===== src/rtl/instr_realigner.sv =====
// Realigns 32-bit fetch words into 16/32-bit instructions for decode.
// Holds at most one pending halfword. Optional macro: REALIGN_PERF_EN.
//
// Ports:
//   clk, reset        core clock, async active-high reset
//   clear             sync flush; drops any buffered halfword
//   fetch_valid/ready handshake for fetch words
//   fetch_data        fetch word, bits [15:0] = lower halfword
//   fetch_pc          address of first useful halfword
//   instr_valid/ready handshake toward decode
//   instr             instruction, upper half zero when compressed
//   instr_pc          instruction address
//   instr_compressed  instr is a 16-bit encoding
//   perf_compressed   (REALIGN_PERF_EN) compressed transfers
//   perf_spanning     (REALIGN_PERF_EN) 32-bit transfers sourced from hbuf

module instr_realigner #(
  parameter int XLEN = 32
) (
  input  logic            clk,
  input  logic            reset,
  input  logic            clear,
  input  logic            fetch_valid,
  input  logic [31:0]     fetch_data,
  input  logic [XLEN-1:0] fetch_pc,
  output logic            fetch_ready,
  output logic            instr_valid,
  output logic [31:0]     instr,
  output logic [XLEN-1:0] instr_pc,
  output logic            instr_compressed,
  input  logic            instr_ready
`ifdef REALIGN_PERF_EN
  ,
  output logic [31:0]     perf_compressed,
  output logic [31:0]     perf_spanning
`endif
);

  localparam logic ST_EMPTY = 1'b0;
  localparam logic ST_BUF   = 1'b1;

  localparam logic [XLEN-1:0] PC_STEP2 = XLEN'(2);
  localparam logic [XLEN-1:0] PC_STEP4 = XLEN'(4);

  logic            state;
  logic            state_d;
  logic [15:0]     hbuf;
  logic [15:0]     hbuf_d;
  logic [XLEN-1:0] hbuf_pc;
  logic [XLEN-1:0] hbuf_pc_d;

  logic [15:0] lo_hw;
  logic [15:0] hi_hw;
  logic        lo_c;
  logic        hi_c;
  logic        hb_c;
  logic        xfer;
  logic        consume;

  assign lo_hw = fetch_data[15:0];
  assign hi_hw = fetch_data[31:16];
  assign lo_c  = (lo_hw[1:0] != 2'b11);
  assign hi_c  = (hi_hw[1:0] != 2'b11);
  assign hb_c  = (hbuf[1:0] != 2'b11);

  assign xfer    = instr_valid & instr_ready;
  assign consume = fetch_valid & fetch_ready;

  // Output path: purely combinational, so
  // an instruction can leave in the cycle
  // its word arrives.
  always_comb begin
    fetch_ready      = 1'b0;
    instr_valid      = 1'b0;
    instr            = '0;
    instr_pc         = fetch_pc;
    instr_compressed = 1'b0;
    if (!reset && !clear) begin
      case (state)
        ST_EMPTY: begin
          if (fetch_valid) begin
            if (!fetch_pc[1]) begin
              instr_valid = 1'b1;
              instr_compressed = lo_c;
              if (lo_c) begin
                instr = {16'h0, lo_hw};
              end else begin
                instr = fetch_data;
              end
              fetch_ready = instr_ready;
            end else if (hi_c) begin
              instr_valid      = 1'b1;
              instr            = {16'h0, hi_hw};
              instr_compressed = 1'b1;
              fetch_ready      = instr_ready;
            end else begin
              // Redirect onto the first half of
              // a 32-bit op: just park it.
              fetch_ready = 1'b1;
            end
          end
        end
        ST_BUF: begin
          instr_pc = hbuf_pc;
          if (hb_c) begin
            instr_valid      = 1'b1;
            instr            = {16'h0, hbuf};
            instr_compressed = 1'b1;
          end else begin
            instr_valid = fetch_valid;
            instr       = {lo_hw, hbuf};
            fetch_ready = fetch_valid
                        & instr_ready;
          end
        end
        default: ;
      endcase
    end
  end

  always_comb begin
    state_d   = state;
    hbuf_d    = hbuf;
    hbuf_pc_d = hbuf_pc;
    if (clear) begin
      state_d = ST_EMPTY;
    end else begin
      case (state)
        ST_EMPTY: begin
          if (consume) begin
            if (!fetch_pc[1]) begin
              if (lo_c) begin
                hbuf_d    = hi_hw;
                hbuf_pc_d = fetch_pc + PC_STEP2;
                state_d   = ST_BUF;
              end
            end else if (!hi_c) begin
              hbuf_d    = hi_hw;
              hbuf_pc_d = fetch_pc;
              state_d   = ST_BUF;
            end
          end
        end
        ST_BUF: begin
          if (hb_c) begin
            if (xfer) begin
              state_d = ST_EMPTY;
            end
          end else if (consume) begin
            // Upper half of the word becomes
            // the next pending halfword.
            hbuf_d    = hi_hw;
            hbuf_pc_d = hbuf_pc + PC_STEP4;
          end
        end
        default: state_d = ST_EMPTY;
      endcase
    end
  end

  always_ff @(posedge clk or posedge reset) begin
    if (reset) begin
      state   <= ST_EMPTY;
      hbuf    <= '0;
      hbuf_pc <= '0;
    end else begin
      state   <= state_d;
      hbuf    <= hbuf_d;
      hbuf_pc <= hbuf_pc_d;
    end
  end

`ifdef REALIGN_PERF_EN
  always_ff @(posedge clk or posedge reset) begin
    if (reset) begin
      perf_compressed <= '0;
      perf_spanning   <= '0;
    end else begin
      if (xfer && instr_compressed) begin
        perf_compressed <= perf_compressed + 32'd1;
      end
      if (xfer && !instr_compressed
          && (state == ST_BUF)) begin
        perf_spanning <= perf_spanning + 32'd1;
      end
    end
  end
`endif

endmodule


===== config.mk =====
export PLATFORM = sky130hd
export DESIGN_NAME = instr_realigner
export DESIGN_NICKNAME = d
export VERILOG_FILES = /design/src/rtl/instr_realigner.sv
export SDC_FILE = /design/constraint.sdc
export NUM_CORES = 1
export LEC_CHECK = 0
export ABC_AREA = 1
export ABC_CLOCK_PERIOD_IN_PS = 1900
export BUFFER_PORTS_ARGS = -buffer_cell sky130_fd_sc_hd__clkbuf_2
export CAP_MARGIN = 20
export CORE_MARGIN = 2
export CORE_UTILIZATION = 51
export CTS_BUF_LIST = sky130_fd_sc_hd__clkbuf_16
export DETAILED_ROUTE_END_ITERATION = 8
export GPL_TIMING_DRIVEN = 0
export PLACE_DENSITY = 0.78
export SKIP_CTS_REPAIR_TIMING = 1
export SYNTH_ARGS = -nofsm -noshare
export SYNTH_HDL_FRONTEND = slang
export SYNTH_SLANG_ARGS = --single-unit

===== constraint.sdc =====
create_clock -name clk -period 1.9 [get_ports clk]
set_clock_uncertainty 0.2 [all_clocks]
set_input_delay 0.19 -clock clk [delete_from_list [all_inputs] [get_ports clk]]
set_output_delay 0.19 -clock clk [all_outputs]
set_load 0.05 [all_outputs]

==> reports/qor.yml, run 1 <==
internal-power_mw: 2.50
synthAdderAreaFrac: 0.00313
p_leak_nw: 2.89
max_cap_violations: 0
critPathLaunchType: "input port"
grt_max_degree: 29
clock_latency_ns: 0.29
path_max_fanout: 10
drc: 0
die_y_microns: 92.5
drive_gt1_frac: 0.374
power_frac_seq: 0.375
violations: "negative hold slack, negative setup slack"
initial_core_util: 0.522
crit_slowest_cell: "buf_2"
wl_per_cell_microns: 20.0
yosysWarnings: 0
crit_path_frequent_cell: "nand3_1"
area.growth.synth_to_final_pct: 63.9
outcome: "finished, violations left"
maxSlewHeadroom: 0.574
syn-num-nets: 734
track_usage: 0.345
port_buffers: 135
first_iter_violations: 670
synth_top_family_by_area: "simple AND/OR/NAND/NOR gates"
rsz0062_at_grt: "yes"
r2r-start: "state$_DFF_PP0_"
layout_setup_ws_ns: -0.214
ant_nets: 0
finalCriticalPeriod_ns: 2.11
path_clk_slew_ns: 0.07
layout_common_cells: "nand2_1 (203), clkbuf_2 (73), buf_6 (72)"
fmax_ghz: 0.473
synth_cells: 664
final_common_cell: "nand2_1"
rrSetupSlack_ns: -0.09
die-area_sq_mm: 0.00856
hpwl_microns: 11100
wirelength_microns: 18900
yosys.area_share.simple: 0.389
totalNegativeSetupSlack_ns: -6.62
r2r_end: "hbuf_pc[13]$_DFFE_PP0P_"
firstDrtPassIters: 7
end_kind: "primary output"
crit_required_ns: 1.51
r2r_cells: 11
clkSinkCount: 49
first_global_vias: 5033
critPathArrivalTime_ns: 1.72
peakVddDrop_v: 0.000451
place_congestion: 0.972
clk_path_buf_depth: 2
seq_area_frac_synth: 0.307
rows: 32
synth_xor_area_frac: 0.00439
ys_ff_latch: 49
grt_pass1_wl_microns: 23500
cts_buffers: 5
tightest_slew_ns: 0.639
via_per_inst: 6.31
pre_cts_slack_ns: -0.684
muxShareOfSynthArea: 0.00564
grt-ovfl-total: 0
cts_tree: "built"
cp_num_cells: 8
hold_slack_ns: -0.0128
nFillCells: 425
num-nets-final: 912
die_w_microns: 92.5
hold_class: "input port to flop"
worstSetupEndpoint: "instr[25]"
dr_total_vias: 5966
clkPwrFrac: 0.240
switching_share: 0.424
period_share: 1.11
insertedDiodeCount: 0
synth.distinct_cells: 31
setup_viol: 86
cpPeakStageDelay_ns: 0.29
antenna_found_initial: 0
path_buf_inv: 5
netlist_area_sq_mm: 0.00399
netSwitchingPower_mw: 1.84
synth.avg_cell_area_sq_um: 6.01
htree_num_levels: 2
cts-root-buf: "clkbuf_16"
finalMaxSlewViolations: 0
finalPower_mw: 4.34
ios: 136
p_comb_frac: 0.385
hold_viol_final: 2
synth_compound_area_frac: 0.197
critPathTopFamily: "buffers and inverters"
crit_start: "fetch_pc[1]"
crit_path_cell_trace: "clkbuf_2 > inv_2 > nand3_1 > clkinvlp_4 > buf_2 > nand3_1 > a21oi_4 > buf_6"
coreArea_sq_mm: 0.00765
path_class: "input port to primary output"
p_per_area_mw_per_mm2: 663
==> worst reg2reg max path, cell delays in order, from the launching register on <==
cell and delay [ns]:
dfrtp_1 0.39, buf_6 0.15, nand2_2 0.15, nand2_4 0.11
nor2_4 0.15, nand3_4 0.14, inv_2 0.10, buf_8 0.15
buf_8 0.17, nand2_1 0.07, nand2_1 0.07, nand2_1 0.05
==> sequential cells by signal, summed over array words and instances (netlist names) <==
register,flops
hbuf,16
hbuf_pc,32
state,1
==> final cells by class <==
cell class              count  area, sq um  share of cell area
clock inverters             3         41.3             0.00631
clock buffers               5          125              0.0191
flip-flops and latches     49         1230               0.188
repair buffers            171         1420               0.217
well taps                 102          128              0.0195
plain buffers              35          399              0.0610
multi-input cells         525         2980               0.456
inverters                  55          214              0.0327
==> worst min path at each step <==
stage	start	endpoint	slack, ns	depth (start not counted)
global route	fetch_pc[3]	hbuf_pc[3]$_DFFE_PP0P_	0.01	3
CTS	reset	hbuf[0]$_DFFE_PP0P_	-0.23	2
detailed placement	reset	hbuf[1]$_DFFE_PP0P_	0.07	2
global placement	fetch_data[21]	hbuf[5]$_DFFE_PP0P_	0.22	3
finish	fetch_pc[3]	hbuf_pc[3]$_DFFE_PP0P_	-0.01	3
floorplan	clear	state$_DFF_PP0_	0.06	1
==> power by group through the flow <==
stage                     clock network [mW]  registers [mW]  logic [mW]
after global placement                     0            1.58        1.28
after global routing                    1.06            1.65        1.80
after floorplan                            0            1.51        1.00
after detailed placement                   0            1.60        1.33
final                                   1.04            1.63        1.67
after CTS                               1.03            1.58        1.34
==> cells in the mapped netlist, drive strengths merged <==
library cell | number | area, sq um
inv | 54 | 203
mux2 | 2 | 22.5
a21oi | 34 | 178
clkbuf | 25 | 93.8
nand2 | 216 | 816
buf | 10 | 73.8
clkinv | 1 | 3.75
nand4 | 7 | 43.8
o211ai | 1 | 7.51
or2 | 2 | 12.5
o31ai | 1 | 7.51
xor2 | 2 | 17.5
nor2 | 86 | 340
a31oi | 1 | 6.26
a22oi | 14 | 105
ha | 1 | 12.5
o21ai | 82 | 410
o32ai | 1 | 8.76
nand3 | 66 | 343
dfrtp | 49 | 1230
o22ai | 9 | 62.6
==> logic make-up after synthesis <==
group / count (synthesis)
xor gates and xnor gates: 2
AOI/OAI and AO/OA: 143
muxes: 2
DFF: 49
buffers and inverters: 90
and+or+nand+nor: 377
adders and majority gates: 1
==> metal layers <==
layer	GRT usage	vias to the layer above	wire length, microns
met1	0.416	2745	6370
met3	0.0675	148	2230
met2	0.602	525	8880
li1	-	2548	-
met5	0	-	0
met4	0.141	0	1380
==> through the flow <==
step / util / instance area (sq um) / std cells / hold slack [ns]
floorplan: - / 4420 / 664 / 0.0564
global placement: 0.683 / 5220 / 901 / 0.222
detailed placement: 0.686 / 5240 / 902 / 0.0743
CTS: 0.707 / 5410 / 910 / -0.234
global route: 0.856 / 6550 / 945 / 0.0106
finish: 0.856 / 6550 / 945 / -0.0128
Note: power is estimated with default switching activity, not from simulation.
==> run 2: changes to the inputs <==
ABC_AREA = default   (was 1)
PLACE_DENSITY = 0.79   (was 0.78)
==> reports/qor.yml, run 2 <==
drive_gt1_frac: 0.513  # +0.139
path_max_fanout: 6  # -4
crit_path_cell_trace: "and4b_2 > o2111ai_4 > buf_4 > a2bb2oi_1 > o21ai_0 > a211o_1"
violations: "negative hold slack, negative setup slack"
path_class: "flop to flop"
rows: 31  # -3.1%
yosysTopAreaCell: "dfrtp_1"
path_buf_inv: 1  # -4
coreArea_sq_mm: 0.00725  # -5.2%
pre_cts_slack_ns: -0.579  # +0.105 ns
ant_nets: 0  # unchanged
internal-power_mw: 2.56  # +2.2%
p_comb_frac: 0.388  # +0.003
clkPwrFrac: 0.210  # -0.030
clk_path_buf_depth: 2  # unchanged
cpPeakStageDelay_ns: 0.47  # +0.18 ns
initial_core_util: 0.525  # +0.00302
insertedDiodeCount: 0  # unchanged
die-area_sq_mm: 0.00818  # -4.4%
critPathLaunchType: "flop"
crit_start: "state$_DFF_PP0_"
via_per_inst: 7.09  # +12%
max_flop_register: "hbuf_pc"
critPathArrivalTime_ns: 2.29  # +0.57 ns
hold_viol_final: 3  # +1
fin_area_sq_mm: 0.00645  # -1.4%
netlist_area_sq_mm: 0.00381  # -4.6%
yosysWarnings: 0  # unchanged
synth_commonest_cells: "nand2_1 (99), dfrtp_1 (49), a21oi_1 (42)"
postPlaceCellArea_sq_mm: 0.00488  # -6.9%
largest_reg_flops: 32  # unchanged
cts_tree: "built"
clkSinkCount: 49  # unchanged
synth.avg_cell_area_sq_um: 7.78  # +29%
crit_required_ns: 1.85  # +0.34 ns
wirelength_microns: 19600  # +4.1%
track_usage: 0.315  # -0.0298
hp-start: "fetch_pc[26]"
clock_latency_ns: 0.31  # +0.02 ns
period_share: 1.23  # +0.122
synth.distinct_cells: 52  # +68%
netSwitchingPower_mw: 1.74  # -5.2%
synth_cells: 490  # -26%
port_buffers: 135  # unchanged
max_cap_violations: 0  # unchanged
layout_setup_ws_ns: -0.446  # -0.232 ns
crit_slowest_cell: "dfrtp_2"
cts-root-buf: "clkbuf_16"
rsz0062_at_grt: "yes"
grt_max_degree: 27  # -6.9%
cts_buffers: 5  # unchanged
syn-num-nets: 560  # -24%
dr_total_vias: 5611  # -6.0%
power_frac_seq: 0.402  # +0.027
synth_edf_count: 0  # unchanged
wl_per_cell_microns: 24.8  # +24%
p_per_area_mw_per_mm2: 667  # +0.50%
path_clk_slew_ns: 0.07  # about the same
first_global_vias: 4373  # -13%
final_common_cell: "nand2_1"
synth.most_common_cell: "nand2_1"
seq_area_frac_synth: 0.322  # +0.0148
synthArstFlopShare: 1.00  # unchanged
p_leak_nw: 2.78  # -4.1%
num-nets-final: 762  # -16%
hold_slack_ns: -0.0233  # -0.0105 ns
htree_num_levels: 2  # unchanged
yosys_most_used_dff: "dfrtp_1"
ys_ff_latch: 49  # unchanged
fmax_ghz: 0.426  # -9.9%
switching_share: 0.405  # -0.0181
final_cells: 791  # -16%
yosys-top-cells-area: "dfrtp_1 (32%), nand2_1 (9.8%), mux2_2 (9.2%)"
tightest_slew_ns: 0.777  # +0.138 ns
layout_common_cells: "nand2_1 (92), clkbuf_2 (70), buf_4 (58)"
peakVddDrop_v: 0.000386  # -14%
area.growth.synth_to_final_pct: 69.4
finalCriticalPeriod_ns: 2.35  # +0.232 ns
end_kind: "flop"
finalPower_mw: 4.30  # -0.92%
r2r-start: "state$_DFF_PP0_"
dp.cells: 725  # -20%
firstDrtPassIters: 7  # unchanged
grt_pass1_wl_microns: 20900  # -11%
maxSlewHeadroom: 0.482  # -0.0921
setup_viol: 116  # +35%
ios: 136  # unchanged
die_y_microns: 90.4  # -2.2%
hold_class: "input port to flop"
netlist.area_leader.share: 0.322  # +0.0148
hpwl_microns: 9560  # -14%
critPathTopFamily: "compound AO/OA/AOI/OAI gates"
finalMaxSlewViolations: 0  # unchanged
first_iter_violations: 885  # +32%
outcome: "finished, violations left"
reg_top3: "hbuf_pc (32), hbuf (16), state (1)"
antenna_found_initial: 0  # unchanged
place_congestion: 0.919  # -5.5%
grt-ovfl-total: 0  # unchanged
die_w_microns: 90.4  # -2.2%
drc: 0  # unchanged
[run 2: cell count changes after synthesis, sizes merged, moves of 8 or more]
cell / previous run / this run
nand2: 216 / 99
o21ai: 82 / 28
nor2: 86 / 34
nand3: 66 / 18
inv: 54 / 7
mux2: 2 / 32
nor2b: 0 / 17
a2bb2oi: 0 / 13
buf: 10 / 23
clkbuf: 25 / 12
nor3: 0 / 9
a21oi: 34 / 42
[run 2: final timing paths]
path	end	slack, ns	depth (start not counted)
max	hbuf_pc[31]$_DFFE_PP0P_	-0.45	6
max reg2reg	hbuf_pc[31]$_DFFE_PP0P_	-0.45	6
max in group asynchronous	hbuf_pc[4]$_DFFE_PP0P_	0.53	4
min	hbuf_pc[26]$_DFFE_PP0P_	-0.02	3
min reg2reg	hbuf[9]$_DFFE_PP0P_	0.28	2
min in group asynchronous	hbuf_pc[30]$_DFFE_PP0P_	0.40	3
[run 2: final cells by class]
cell class / count / area, sq um
Multi-Input combinational cell: 399 / 2920
Buffer: 33 / 359
Fill cell: 281 / 798
Sequential cell: 49 / 1240
Tap cell: 99 / 124
Clock inverter: 2 / 7.51
Timing Repair Buffer: 197 / 1650
Clock buffer: 5 / 125
Inverter: 7 / 30.0
[run 2: through the flow]
stage               utilization  setup TNS (ns)
finish                    0.890          -27.73
global route              0.890          -31.15
CTS                       0.691          -45.97
detailed placement        0.673          -30.67
global placement          0.670          -50.82
floorplan                     -          -11.71
[run 2: cell families after synthesis]
logic type,after synthesis,synth area share
flops,49,0.322
compound gates,136,0.230
simple gates,225,0.282
buf+inv,42,0.0535
fa+ha+maj,1,0.00328
mux,37,0.109
[run 2: power groups by stage]
| stage | clock network [mW] | logic (mW) | registers, mW |
|---|---|---|---|
| floorplan | 0 | 0.834 | 1.55 |
| global placement | 0 | 1.06 | 1.63 |
| detailed placement | 0 | 1.10 | 1.65 |
| CTS | 0.859 | 1.10 | 1.63 |
| global route | 0.914 | 1.73 | 1.75 |
| finish | 0.904 | 1.67 | 1.73 |
[run 2: worst min-delay path, delay by kind of cell]
kind / cells / cell delay (ns)
buf+inv: 1 / 0.09
simple gates: 2 / 0.16
[run 2: routing by layer]
layer,track usage,vias to the layer above,share of wire
li1,-,2198,-
met1,0.389,2557,0.32
met2,0.536,651,0.45
met3,0.0534,205,0.13
met4,0.151,0,0.091
met5,0,-,0
